`src/rtl/ifetch_unit.sv`:
```
// Instruction fetch stage: one-deep IR fed over a req/gnt/rvalid memory port.
// Optional misaligned-fetch trap enabled by IFETCH_ALIGN_CHECK_EN.
module ifetch_unit #(
  parameter logic [31:0] PC_STEP  = 32'd4,
  parameter logic [31:0] IR_RESET = 32'h0000_0000
) (
  input  logic        CLK,
  input  logic        reset,
  input  logic [31:0] pc,
  output logic        w_pc,
  output logic [31:0] in_pc,
  output logic        imem_req,
  output logic [31:0] imem_addr,
  input  logic        imem_gnt,
  input  logic        imem_rvalid,
  input  logic [31:0] imem_rdata,
  output logic [31:0] ir,
  output logic [31:0] ir_pc,
  output logic        ir_valid,
  input  logic        ir_ready,
  input  logic        redirect,
  input  logic [31:0] redirect_target,
  output logic        fetch_misalign
);

  typedef enum logic [2:0] {
    S_IDLE,
    S_REQ,
    S_WAIT,
    S_HOLD,
    S_DRAIN
`ifdef IFETCH_ALIGN_CHECK_EN
    , S_FAULT
`endif
  } state_t;

  state_t      state_q, state_d;
  logic [31:0] ir_q, ir_d;
  logic [31:0] ir_pc_q, ir_pc_d;
  logic        ir_valid_q, ir_valid_d;
  logic        mis_q, mis_d;

  always_ff @(posedge CLK or posedge reset) begin
    if (reset) begin
      state_q    <= S_IDLE;
      ir_q       <= IR_RESET;
      ir_pc_q    <= '0;
      ir_valid_q <= 1'b0;
      mis_q      <= 1'b0;
    end else begin
      state_q    <= state_d;
      ir_q       <= ir_d;
      ir_pc_q    <= ir_pc_d;
      ir_valid_q <= ir_valid_d;
      mis_q      <= mis_d;
    end
  end

  always_comb begin
    state_d    = state_q;
    ir_d       = ir_q;
    ir_pc_d    = ir_pc_q;
    ir_valid_d = ir_valid_q;
    mis_d      = mis_q;
    w_pc       = 1'b0;
    in_pc      = pc;
    imem_req   = 1'b0;

    case (state_q)
      S_IDLE: state_d = S_REQ;
      S_REQ: begin
`ifdef IFETCH_ALIGN_CHECK_EN
        if (pc[1:0] != 2'b00) begin
          mis_d   = 1'b1;
          state_d = S_FAULT;
        end else
`endif
        begin
          imem_req = 1'b1;
          if (imem_gnt) state_d = S_WAIT;
        end
      end
      S_WAIT: begin
        if (imem_rvalid) begin
          ir_d       = imem_rdata;
          ir_pc_d    = pc;
          ir_valid_d = 1'b1;
          w_pc       = 1'b1;
          in_pc      = pc + PC_STEP;
          state_d    = S_HOLD;
        end
      end
      S_HOLD: begin
        if (ir_valid_q && ir_ready) begin
          ir_valid_d = 1'b0;
          state_d    = S_REQ;
        end
      end
      S_DRAIN: begin
        if (imem_rvalid) state_d = S_REQ;
      end
      default: state_d = state_q;
    endcase

    // Redirect overrides anything the state decode did, including a capture.
    if (redirect && state_q != S_IDLE) begin
      w_pc       = 1'b1;
      in_pc      = redirect_target;
      ir_d       = IR_RESET;
      ir_pc_d    = ir_pc_q;
      ir_valid_d = 1'b0;
      mis_d      = 1'b0;
      case (state_q)
        S_REQ:   state_d = (imem_req && imem_gnt) ? S_DRAIN : S_REQ;
        S_WAIT:  state_d = imem_rvalid ? S_REQ : S_DRAIN;
        S_DRAIN: state_d = S_DRAIN;
        default: state_d = S_REQ;
      endcase
    end
  end

  assign imem_addr = pc;
  assign ir        = ir_q;
  assign ir_pc     = ir_pc_q;
  assign ir_valid  = ir_valid_q;
`ifdef IFETCH_ALIGN_CHECK_EN
  assign fetch_misalign = mis_q;
`else
  assign fetch_misalign = 1'b0;
`endif

endmodule

```
`config.mk`:
```
export PLATFORM = sky130hd
export DESIGN_NAME = ifetch_unit
export DESIGN_NICKNAME = d
export VERILOG_FILES = /design/src/rtl/ifetch_unit.sv
export SDC_FILE = /design/constraint.sdc
export NUM_CORES = 1
export LEC_CHECK = 0
export CAP_MARGIN = 20
export CORE_AREA = 2 2 128 130
export CTS_BUF_LIST = sky130_fd_sc_hd__clkbuf_16
export DETAILED_ROUTE_END_ITERATION = 8
export DIE_AREA = 0 0 130 132
export PLACE_DENSITY_LB_ADDON = 0.08
export SYNTH_ARGS = -nofsm -noshare
export SYNTH_HDL_FRONTEND = slang
export SYNTH_SLANG_ARGS = --single-unit
```
`constraint.sdc`:
```
create_clock -name CLK -period 2.5 [get_ports CLK]
set_input_delay 0.375 -clock CLK [delete_from_list [all_inputs] [get_ports CLK]]
set_output_delay 0.375 -clock CLK [all_outputs]
set_load 0.02 [all_outputs]
```
==> metrics.md <==
| Metric | Value |
|---|---|
| Largest fanout on the critical path | `8` |
| Crit start category | `register` |
| Peak VDD IR | `0.296 mV` |
| Reg clk slew, reported paths | `50 ps` |
| Synthesis Warnings | `0` |
| Clk sinks | `68` |
| Worst min path class | `primary input to asynchronous set/reset pin` |
| Starting Density | `25.7%` |
| Max-cap viol count | `0` |
| Critical-path cell with the highest stage delay | `or4_4` |
| PortBufs | `232` |
| Ratio of cells with drive above 1 in the final layout | `29.3%` |
| Leading area contributor after synthesis | `dfrtp_1` |
| Worst-Skew Late Latency | `340 ps` |
| Post-Route WL | `16.2 mm` |
| Dpl cells | `937` |
| Initial antenna violation count | `3` |
| Post-synth ARST share | `100%` |
| Rel. slew slack | `61.7%` |
| Vias per std cell | `4.64` |
| Reported leakage power | `0.00329 uW` |
| First-pass GRT wire length | `24.1 mm` |
| Die Span Y | `132 microns` |
| Final Hold Viols | `0` |
| Clock Skews | `8.49 ps` |
| Final hold slack | `418 ps` |
| Synth Net Count | `571` |
| Period utilization | `112%` |
| Kind of critical path | `register to primary output` |
| Avg Inst Size Synth | `8.62 sq um` |
| Unique masters post-synth | `42` |
| Slowest stage delay, CP | `610 ps` |
| DR WL/cell | `16.4 microns` |
| CP Cell Sequence | `nand4bb_4 > or4_4 > or4_4 > a31oi_4 > buf_6` |
| Failing checks | `setup timing` |
| Seq/Total Area, Yosys | `42.2%` |
| Endpoints failing setup | `22` |
| CTS tree | `yes` |
| Sequential Area | `1700 sq um` |
| Maximum number of pins on one net before global-route repair | `36` |
| Area growth syn-to-layout | `92.5%` |
| Pins Over Slew Limit | `0` |
| Crit path time final | `2810 ps` |
| Post-synth EDFFs | `0` |
| Number of iterations in the first detailed-routing pass | `4` |
| Cell mode on critical path | `or4_4` |
| Bufs on Longest Clock Path | `2` |
| CTS buffer count | `9` |
| # hold bufs at CTS | `0` |
| Worst setup margin | `-306 ps` |
| Antenna-violating nets left | `0` |
| 1st-iter DRT viols | `160` |
| Post-Syn Area | `4040 sq um` |
| Core Rows | `46` |
| GRT overflow | `0` |
| Hpwl dp | `11.7 mm` |
| Via count | `4562` |
| Slew at the pin closest to its max-slew limit | `573 ps` |
| Maximum clock rate | `356 MHz` |
| Gr usage total | `18.0%` |
| Final #Nets | `862` |
| Die Wd | `130 microns` |
| Core area | `15700 sq um` |
| Outcome | `finished, violations left` |
| Pwr Density | `755 nW/um^2` |
| Nature of the critical path endpoint | `primary output` |
| Worst EP arrival | `2430 ps` |
| Cell count after synthesis | `468` |
| Top post-synthesis cells by area | `dfrtp_1, nand2_1, mux2_2` |
| Number of global-route vias before repair | `4342` |
| Crit path max-delay family | `simple AND/OR/NAND/NOR gates` |
| Drc violations | `0` |
| Root Buffer | `clkbuf_16` |
| Fill count | `1498` |
| Critical path required time | `2120 ps` |
| Non-Filler Instances | `983` |
| Yosys top cell area share | `42.2%` |
| Top_reg_cell synth | `dfrtp_1` |
| Multi-input logic area | `2200 sq um` |
| RSZ-0062 raised after global routing | `true` |
| Setup_tns | `-4320 ps` |
| Boundary Pins | `234` |
| H-tree levels | `3` |
| Die area | `17200 sq um` |
| #FFs+latches synth | `68` |
| CP bufs+invs | `1` |
| RD Place Congestion | `0.807` |
-- Yosys cell counts, drive strengths merged (2+ instances only) --
| cell type | count |
|---|---|
| a31oi | 20 |
| dfrtp | 68 |
| clkbuf | 28 |
| nor2b | 2 |
| buf | 38 |
| o21ai | 16 |
| xnor2 | 2 |
| inv | 5 |
| nand2b | 3 |
| mux2 | 30 |
| or3 | 3 |
| nand3 | 15 |
| nor2 | 24 |
| o21a | 2 |
| nand2 | 98 |
| or4 | 19 |
| xor2 | 6 |
| and3 | 6 |
| and4 | 3 |
| nand4 | 8 |
| o31a | 2 |
| and2 | 2 |
| a21oi | 33 |
| nor3 | 3 |
| o31ai | 16 |
| o211ai | 2 |
-- layer usage --
| metal | wire length [microns] | share of wire [%] | vias up | GRT usage (%) |
|---|---|---|---|---|
| met5 | 0 | 0 | - | 0 |
| met1 | 6890 | 43 | 2151 | 22.4 |
| met3 | 1520 | 9.4 | 15 | 6.66 |
| li1 | - | - | 2220 | - |
| met4 | 237 | 1.5 | 0 | 5.73 |
| met2 | 7510 | 46 | 176 | 28.7 |
-- worst reg2reg max path, delay by kind of cell (launching register included) --
family / cells / cell delay, ps
AND/OR/NAND/NOR: 2 / 350
flip-flops: 1 / 400
buffers and inverters: 6 / 870
multiplexers: 1 / 280
-- path summary, 6_finish.rpt --
check,startpoint,endpoint,slack (ps),cells after the start
hold reg to reg,ir_pc[22],ir_pc[22],480,2
max in group asynchronous,reset,ir_pc[25],1520,3
setup reg to reg,state_q[2],ir_pc[11],480,9
hold / removal,reset,ir[3],420,2
min in group CLK,ir_pc[22],ir_pc[22],480,2
setup / recovery,state_q[2],in_pc[27],-310,5
-- stage by stage --
step / power [uW] / cell area (sq um) / utilization [%] / worst slack [ps]
after global routing: 6200 / 7770 / 49.4 / -356
after floorplan: 2980 / 4120 / - / -12.5
final: 5870 / 7770 / 49.4 / -306
after global placement: 4490 / 7100 / 45.2 / -1030
after detailed placement: 4520 / 7100 / 45.2 / -1040
after CTS: 5690 / 7440 / 47.3 / -360
-- registers in the layout, indices dropped and copies added (netlist names) --
name and flops:
ir 32, ir_pc 32, state_q 3, ir_valid 1
-- what timing repair did --
| item | in CTS | in global routing |
|---|---|---|
| pin swaps | 16 | 17 |
| endpoints found under the setup margin | 33 | 29 |
| resized for setup | 196 | 55 |
| gates cloned | 2 | 2 |
| setup buffers | 7 | 19 |
-- layout by cell type, fill, tap and decap left out, types with 3 or more instances in the layout --
| master | synthesis | layout |
|---|---|---|
| clkdlybuf4s50_1 | 0 | 188 |
| buf_4 | 33 | 105 |
| nand2_1 | 98 | 95 |
| dfrtp_1 | 68 | 68 |
| a21oi_1 | 33 | 33 |
| mux2_2 | 30 | 30 |
| nor2_1 | 24 | 24 |
| buf_6 | 0 | 24 |
| o31ai_1 | 16 | 14 |
| a31oi_1 | 20 | 13 |
| nand3_1 | 15 | 12 |
| or4_4 | 0 | 11 |
| o21ai_0 | 16 | 10 |
| clkbuf_16 | 0 | 10 |
| nand4_1 | 8 | 8 |
| or4_1 | 19 | 8 |
| a31oi_4 | 0 | 7 |
| inv_1 | 5 | 6 |
| and3_1 | 6 | 6 |
| xor2_1 | 6 | 6 |
| o21ai_1 | 0 | 6 |
| buf_2 | 2 | 6 |
| dlygate4sd2_1 | 0 | 6 |
| buf_12 | 0 | 6 |
| dlymetal6s2s_1 | 0 | 5 |
| diode_2 | 0 | 3 |
| nand2b_1 | 3 | 3 |
| nand2_2 | 0 | 3 |
| nand3_2 | 0 | 3 |
-- cell type report --
| cell class | instances | share of cell area, % |
|---|---|---|
| Multi-Input combinational cell | 329 | 28.3 |
| Sequential cell | 68 | 21.9 |
| Timing Repair Buffer | 346 | 42.6 |
| Inverter | 5 | 0.242 |
| Clock buffer | 9 | 2.90 |
| Clock inverter | 7 | 0.467 |
| Tap cell | 216 | 3.48 |
| Antenna cell | 3 | 0.0966 |
-- report_power, final --
part	switching [uW]	internal [uW]
combinational	1540	1600
clock	493	657
sequential	156	1420
-- cells by family after synthesis --
kind of cell	share of synthesized area, %
adders and majority gates	0.558
xor gates and xnor gates	1.74
AOI/OAI and AO/OA	14.4
other	0.0929
muxes	8.37
and+or+nand+nor	22.9
DFF	42.2
buffers and inverters	9.74
Note: power is estimated with default switching activity, not from simulation.
